==> config.mk <==
export PLATFORM = sky130hd
export DESIGN_NAME = muldiv_iter_flat
export DESIGN_NICKNAME = d
export VERILOG_FILES = /design/src/rtl/muldiv_iter_if.sv /design/src/rtl/muldiv_iter.sv /design/src/flat_wrapper.sv
export SDC_FILE = /design/constraint.sdc
export NUM_CORES = 1
export LEC_CHECK = 0
export ABC_AREA = 1
export CORE_AREA = 2 2 213 215
export CTS_BUF_LIST = sky130_fd_sc_hd__clkbuf_8
export CTS_CLUSTER_DIAMETER = 120
export CTS_CLUSTER_SIZE = 24
export DETAILED_ROUTE_END_ITERATION = 7
export DIE_AREA = 0 0 215 217
export PLACE_DENSITY = 0.56
export REMOVE_ABC_BUFFERS = 1
export SETUP_SLACK_MARGIN = 0.2
export SYNTH_ARGS = -nofsm -noshare
export SYNTH_HDL_FRONTEND = slang
export SYNTH_SLANG_ARGS = --single-unit
==> constraint.sdc <==
create_clock -name clk -period 6.2 [get_ports clk]
set_input_delay 1.24 -clock clk [delete_from_list [all_inputs] [get_ports clk]]
set_output_delay 1.24 -clock clk [all_outputs]
set_load 0.01 [all_outputs]
==> src/rtl/muldiv_iter_if.sv <==
// Handshake and operand/result bundle for the iterative multiply/divide unit.
interface muldiv_iter_if #(
  parameter int unsigned WIDTH = 32
);
  logic             start;
  logic [1:0]       op;
  logic [WIDTH-1:0] a;
  logic [WIDTH-1:0] b;
  logic             busy;
  logic             done;
  logic [WIDTH-1:0] hi;
  logic [WIDTH-1:0] lo;
  logic             div_by_zero;

  modport master (
    output start, op, a, b,
    input  busy, done, hi, lo, div_by_zero
  );

  modport slave (
    input  start, op, a, b,
    output busy, done, hi, lo, div_by_zero
  );
endinterface

==> src/rtl/muldiv_iter.sv <==
// Multi-cycle MULT/MULTU/DIV/DIVU: WIDTH shift-add or restoring-divide iterations on magnitudes,
// then one sign-fix cycle that writes hi/lo and pulses done.
module muldiv_iter #(
  parameter int unsigned WIDTH = 32,
  parameter int unsigned CNT_W = $clog2(WIDTH + 1)
) (
  input logic          clk,
  input logic          rst,
  muldiv_iter_if.slave bus
);

  localparam logic [1:0] StIdle = 2'd0;
  localparam logic [1:0] StCalc = 2'd1;
  localparam logic [1:0] StFix  = 2'd2;

  logic [1:0]         state_q, state_d;
  logic [CNT_W-1:0]   cnt_q, cnt_d;
  logic               is_div_q, is_div_d;
  logic               neg_res_q, neg_res_d;
  logic               neg_rem_q, neg_rem_d;
  logic               bzero_q, bzero_d;
  logic [WIDTH-1:0]   opnd_q, opnd_d;
  logic [2*WIDTH-1:0] prod_q, prod_d;
  logic [WIDTH-1:0]   hi_q, hi_d;
  logic [WIDTH-1:0]   lo_q, lo_d;
  logic               dbz_q, dbz_d;
  logic               done_q, done_d;

  logic               sgn_op, a_neg, b_neg;
  logic [WIDTH-1:0]   a_mag, b_mag;
  logic [WIDTH:0]     mul_sum;
  logic [2*WIDTH-1:0] mul_step;
  logic [WIDTH:0]     div_sh;
  logic [WIDTH+1:0]   div_diff;
  logic [2*WIDTH-1:0] div_step;
  logic [2*WIDTH-1:0] mul_res;
  logic [WIDTH-1:0]   quot_fix, rem_fix;

  assign sgn_op = ~bus.op[0];
  assign a_neg  = sgn_op & bus.a[WIDTH-1];
  assign b_neg  = sgn_op & bus.b[WIDTH-1];
  assign a_mag  = a_neg ? -bus.a : bus.a;
  assign b_mag  = b_neg ? -bus.b : bus.b;

  // prod_q holds {upper, multiplier} for multiply and {rem, quot} for divide.
  assign mul_sum  = {1'b0, prod_q[2*WIDTH-1:WIDTH]} + (prod_q[0] ? {1'b0, opnd_q} : '0);
  assign mul_step = {mul_sum, prod_q[WIDTH-1:1]};

  assign div_sh   = {prod_q[2*WIDTH-1:WIDTH], prod_q[WIDTH-1]};
  assign div_diff = {1'b0, div_sh} - {2'b00, opnd_q};
  assign div_step = div_diff[WIDTH+1] ? {div_sh[WIDTH-1:0], prod_q[WIDTH-2:0], 1'b0}
                                      : {div_diff[WIDTH-1:0], prod_q[WIDTH-2:0], 1'b1};

  // With b==0 the remainder ends up as |a|, so the sign-of-a fix restores a unchanged.
  assign mul_res  = neg_res_q ? -prod_q : prod_q;
  assign quot_fix = neg_res_q ? -prod_q[WIDTH-1:0] : prod_q[WIDTH-1:0];
  assign rem_fix  = neg_rem_q ? -prod_q[2*WIDTH-1:WIDTH] : prod_q[2*WIDTH-1:WIDTH];

  always_comb begin
    state_d   = state_q;
    cnt_d     = cnt_q;
    is_div_d  = is_div_q;
    neg_res_d = neg_res_q;
    neg_rem_d = neg_rem_q;
    bzero_d   = bzero_q;
    opnd_d    = opnd_q;
    prod_d    = prod_q;
    hi_d      = hi_q;
    lo_d      = lo_q;
    dbz_d     = dbz_q;
    done_d    = 1'b0;
    case (state_q)
      StIdle: begin
        if (bus.start) begin
          state_d   = StCalc;
          cnt_d     = '0;
          is_div_d  = bus.op[1];
          neg_res_d = a_neg ^ b_neg;
          neg_rem_d = a_neg;
          bzero_d   = (bus.b == '0);
          if (bus.op[1]) begin
            opnd_d = b_mag;
            prod_d = {{WIDTH{1'b0}}, a_mag};
          end else begin
            opnd_d = a_mag;
            prod_d = {{WIDTH{1'b0}}, b_mag};
          end
        end
      end
      StCalc: begin
        cnt_d  = cnt_q + 1'b1;
        prod_d = is_div_q ? div_step : mul_step;
        if (cnt_q == CNT_W'(WIDTH - 1)) begin
          state_d = StFix;
        end
      end
      StFix: begin
        state_d = StIdle;
        done_d  = 1'b1;
        if (is_div_q) begin
          lo_d  = bzero_q ? {WIDTH{1'b1}} : quot_fix;
          hi_d  = rem_fix;
          dbz_d = bzero_q;
        end else begin
          {hi_d, lo_d} = mul_res;
          dbz_d        = 1'b0;
        end
      end
      default: state_d = StIdle;
    endcase
  end

  always_ff @(posedge clk or posedge rst) begin
    if (rst) begin
      state_q   <= StIdle;
      cnt_q     <= '0;
      is_div_q  <= 1'b0;
      neg_res_q <= 1'b0;
      neg_rem_q <= 1'b0;
      bzero_q   <= 1'b0;
      opnd_q    <= '0;
      prod_q    <= '0;
      hi_q      <= '0;
      lo_q      <= '0;
      dbz_q     <= 1'b0;
      done_q    <= 1'b0;
    end else begin
      state_q   <= state_d;
      cnt_q     <= cnt_d;
      is_div_q  <= is_div_d;
      neg_res_q <= neg_res_d;
      neg_rem_q <= neg_rem_d;
      bzero_q   <= bzero_d;
      opnd_q    <= opnd_d;
      prod_q    <= prod_d;
      hi_q      <= hi_d;
      lo_q      <= lo_d;
      dbz_q     <= dbz_d;
      done_q    <= done_d;
    end
  end

  assign bus.busy        = (state_q != StIdle);
  assign bus.done        = done_q;
  assign bus.hi          = hi_q;
  assign bus.lo          = lo_q;
  assign bus.div_by_zero = dbz_q;

endmodule

==> src/flat_wrapper.sv <==
// flat-port wrapper written by rule: the top's interface ports become plain ports
module muldiv_iter_flat 
#(
  parameter int unsigned WIDTH = 32,
  parameter int unsigned CNT_W = $clog2(WIDTH + 1)
)
  (clk, rst, bus_start, bus_op, bus_a, bus_b, bus_busy, bus_done, bus_hi, bus_lo, bus_div_by_zero);
  muldiv_iter_if #(.WIDTH(WIDTH)) bus_i ();
  input logic clk;
  input logic rst;
  input wire logic [$bits(bus_i.start)-1:0] bus_start;
  input wire logic [$bits(bus_i.op)-1:0] bus_op;
  input wire logic [$bits(bus_i.a)-1:0] bus_a;
  input wire logic [$bits(bus_i.b)-1:0] bus_b;
  output wire logic [$bits(bus_i.busy)-1:0] bus_busy;
  output wire logic [$bits(bus_i.done)-1:0] bus_done;
  output wire logic [$bits(bus_i.hi)-1:0] bus_hi;
  output wire logic [$bits(bus_i.lo)-1:0] bus_lo;
  output wire logic [$bits(bus_i.div_by_zero)-1:0] bus_div_by_zero;
  assign bus_i.start = bus_start;
  assign bus_i.op = bus_op;
  assign bus_i.a = bus_a;
  assign bus_i.b = bus_b;
  assign bus_busy = bus_i.busy;
  assign bus_done = bus_i.done;
  assign bus_hi = bus_i.hi;
  assign bus_lo = bus_i.lo;
  assign bus_div_by_zero = bus_i.div_by_zero;
  muldiv_iter #(.WIDTH(WIDTH), .CNT_W(CNT_W)) u_core (.clk(clk), .rst(rst), .bus(bus_i));
endmodule
==> metrics <==
status=finished clean; total congestion overflow=0; routed len/inst=about 21 um; R2R depth=13; number of I/O pins=approximately 140; number of max-cap violations=0; first-pass GRT wire length=approximately 120000 um; ys async rst share=100.0%; min cycle time layout=3.499 ns; Net Sw Power=approximately 7.3 mW; drt pass-1 iters=7; Leakage=10.11 nW; Worst Path Required=approximately 6.7 ns; Max VDD drop=about 0.00022 V; startpoint types=register; area grow syn2layout=12.92%; final setup margin=~2.7 ns; H-tree depth=4; pin count of the biggest net entering global routing=between 90 and 100; post-CTS sizing=0; Final nets=around 3200; Avg Inst Size Synth=~6 um2; die height=between 200 and 250 um; share of power burned in combinational logic=approximately 73%; Die ar.=between 40000 and 50000 um2; average vias per placed instance=between 5 and 6; CP Capture Type=register; Final setup viols=0; antenna cell count=0; hold_buf cts=0; Relative slew margins=between 30 and 40%; most frequent cells in the layout=1010 x nand2_1, 443 x inv_1, 299 x nand3_1, 281 x nor2_1, 173 x dfrtp_1; internal power=between 4 and 5 mW; core footprint=approximately 45000 um2; crit path capture=u_core.prod_q[49]; setup bufs post-CTS=0; DRC=0; Chip Width=roughly 220 um; Synth warnings=0; Net Sw Frac=approximately three fifths; commonest non-fill, non-tap cell in the layout=nand2_1; Critical Path AT=3.96 ns; CTS Sinks=between 150 and 200; CTS Buffer Depth=2; crit path launch=u_core.prod_q[50]; CP Class=reg -> reg; CTS tree=built; pwr dens=616.1 nW/um2; Worst Skew=approximately 0.028 ns; sequential share of the synthesized area=24.84%; final slew viol count=0; Skew-Pair Late Insertion Delay=0.59 ns; via count=roughly 20000; initial drt markers=around 1700; RSZ-0062 raised after global routing=false; Syn Inst Count=between 2000 and 3000; Rows=78; Register-to-Register Setup Slack=between 2 and 3 ns; Yosys cell types=57; Final Hold Vio Count=0; number of antenna violations at the first check in global routing=0; reg2reg end=u_core.prod_q[49]; Hold Crit Class=reg -> reg; setup TNS=0 ns; ANT nets after route=0; area of the mapped netlist=17530 um2; Reg-to-Reg Start=u_core.prod_q[50]; Post-Place Worst Slack=~2.2 ns; RePlAce Congestion=about 1; CTS Buf Count=17; share of power burned in the clock network=6.7%; Post-Route WL=about 76000 um; layout cells sized above 1=roughly 3.2%; clock root buffer=clkbuf_8; Worst Tran Pin Value=between 0.9 and 1 ns; peak fanout along the critical path=19; EDFF count, synth=0; final HPWL from detailed placement=~61000 um; Port Buffers=between 100 and 150; sequential power share=about a fifth; ys flop type=dfrtp_1; Fmax=285.8 MHz; vias in the first global route=between 15000 and 20000; Clk pin slew, worst setup/hold paths=0.11 ns; Initial Util=about two fifths; final clock period utilization by the worst path=56.44%; Total GRT Usage=between 30% and 40%; FF+latch count, synth=between 150 and 200
==> critical path: stages, from the launching register on <==
cell and delay, ns:
dfrtp_1 0.80, ha_1 0.44, nand2_2 0.17, inv_1 0.05, nand2_1 0.06, nand2_1 0.08, nand2_1 0.07, nand2_1 0.10
a21oi_4 0.55, nand2_4 0.29, nor2_8 0.32, nand2_1 0.22, nand3_1 0.14, nand2_1 0.05
==> power by group through the flow <==
stage	Sequential [mW]	Clock, mW	Combinational [mW]
floorplan	2.18	0	5.89
global placement	2.46	0	8.73
detailed placement	2.47	0	8.78
CTS	2.44	0.832	8.82
global route	2.51	0.873	9.92
finish	2.47	0.814	8.91
==> synth_stat cells (2+ instances only) <==
cell	count	area, um2
and2_1	7	43.79
fa_1	2	40.04
nor2_1	285	1070
nand4_1	47	294.0
xnor2_1	19	166.4
inv_2	6	22.52
buf_6	4	45.04
a22oi_1	10	75.07
o21bai_1	9	67.56
inv_1	444	1667
clkbuf_1	64	240.2
o221ai_1	11	96.34
o21ai_1	5	25.02
nand2_4	2	22.52
nand3b_1	20	150.1
xor2_1	59	516.8
a2bb2oi_1	3	26.28
o21ai_0	140	700.7
nor3_4	2	32.53
buf_1	11	41.29
a21oi_1	129	645.6
o31ai_1	3	22.52
or2_2	4	25.02
o22ai_1	11	68.82
clkinv_1	5	18.77
nand3_1	299	1496
nor2_2	11	68.82
o21a_1	3	22.52
a21boi_0	11	82.58
a21oi_4	2	32.53
nor4_1	4	25.02
dfrtp_1	174	4354
nand2_2	5	31.28
ha_1	69	863.3
nor3_1	22	110.1
nand3_2	3	30.03
nand2_1	1010	3791
buf_2	13	65.06
a31oi_1	12	75.07
o211ai_1	26	195.2
and3_1	2	12.51
==> metrics by stage <==
| step | power, mW | cell area [um2] | cells | utilization [%] | hold WS [ns] |
|---|---|---|---|---|---|
| 3_5_place_dp | 11.24 | 19420 | 3646 | 43.46 | 0.4661 |
| 3_3_place_gp | 11.19 | 19420 | 3646 | 43.46 | 0.4660 |
| 2_1_floorplan | 8.071 | 17140 | 2892 | - | 0.4529 |
| 4_1_cts | 12.10 | 19790 | 3677 | 44.28 | 0.4934 |
| 5_1_grt | 13.31 | 19790 | 3677 | 44.28 | 0.5182 |
| 6_report | 12.19 | 19790 | 3677 | 44.28 | 0.4853 |
==> routing by layer <==
layer / track usage, % / part of all wire (%)
met1: 42.72 / 44
met2: 52.35 / 45
met3: 4.682 / 5.6
met4: 17.91 / 5.9
met5: 0 / 0
==> flip-flops by register name (all words and copies together), names as in the netlist <==
| name | cells |
|---|---|
| u_core.bus.div_by_zero | 1 |
| u_core.bus.done | 1 |
| u_core.bus.hi | 32 |
| u_core.bus.lo | 32 |
| u_core.bzero_q | 1 |
| u_core.cnt_q | 6 |
| u_core.is_div_q | 1 |
| u_core.neg_rem_q | 1 |
| u_core.neg_res_q | 1 |
| u_core.opnd_q | 32 |
| u_core.prod_q | 64 |
| u_core.state_q | 2 |
==> final cells by class <==
| cell class | instances | area [um2] |
|---|---|---|
| flip-flops and latches | 174 | 4355 |
| fillers | 5003 | 24910 |
| clock inverters | 12 | 106.4 |
| repair buffers | 154 | 1506 |
| inverters | 455 | 1713 |
| multi-input cells | 2263 | 11100 |
| well taps | 600 | 750.7 |
| clock buffers | 19 | 261.5 |
==> worst min path at each step <==
stage	start	slack [ns]	to	cells after the start
4_1_cts	u_core.bus.hi[22]	0.49	u_core.bus.hi[22]	2
5_1_grt	u_core.bus.hi[2]	0.52	u_core.bus.hi[2]	2
6_report	u_core.bus.hi[30]	0.49	u_core.bus.hi[30]	2
3_3_place_gp	u_core.bus.hi[15]	0.47	u_core.bus.hi[15]	2
3_5_place_dp	u_core.bus.hi[22]	0.47	u_core.bus.hi[22]	2
2_1_floorplan	u_core.bzero_q	0.45	u_core.bzero_q	2
==> logic make-up (layout without fill, tap and decap cells) <==
logic type / Yosys count / in the layout / share of synthesized area, %
buffers and inverters: 547 / 640 / 11.98
AOI/OAI and AO/OA: 384 / 384 / 12.65
and+or+nand+nor: 1730 / 1730 / 41.48
DFF: 174 / 174 / 24.84
adders and majority gates: 71 / 71 / 5.154
xor gates and xnor gates: 78 / 78 / 3.898
(Power assumes the default switching activity.)
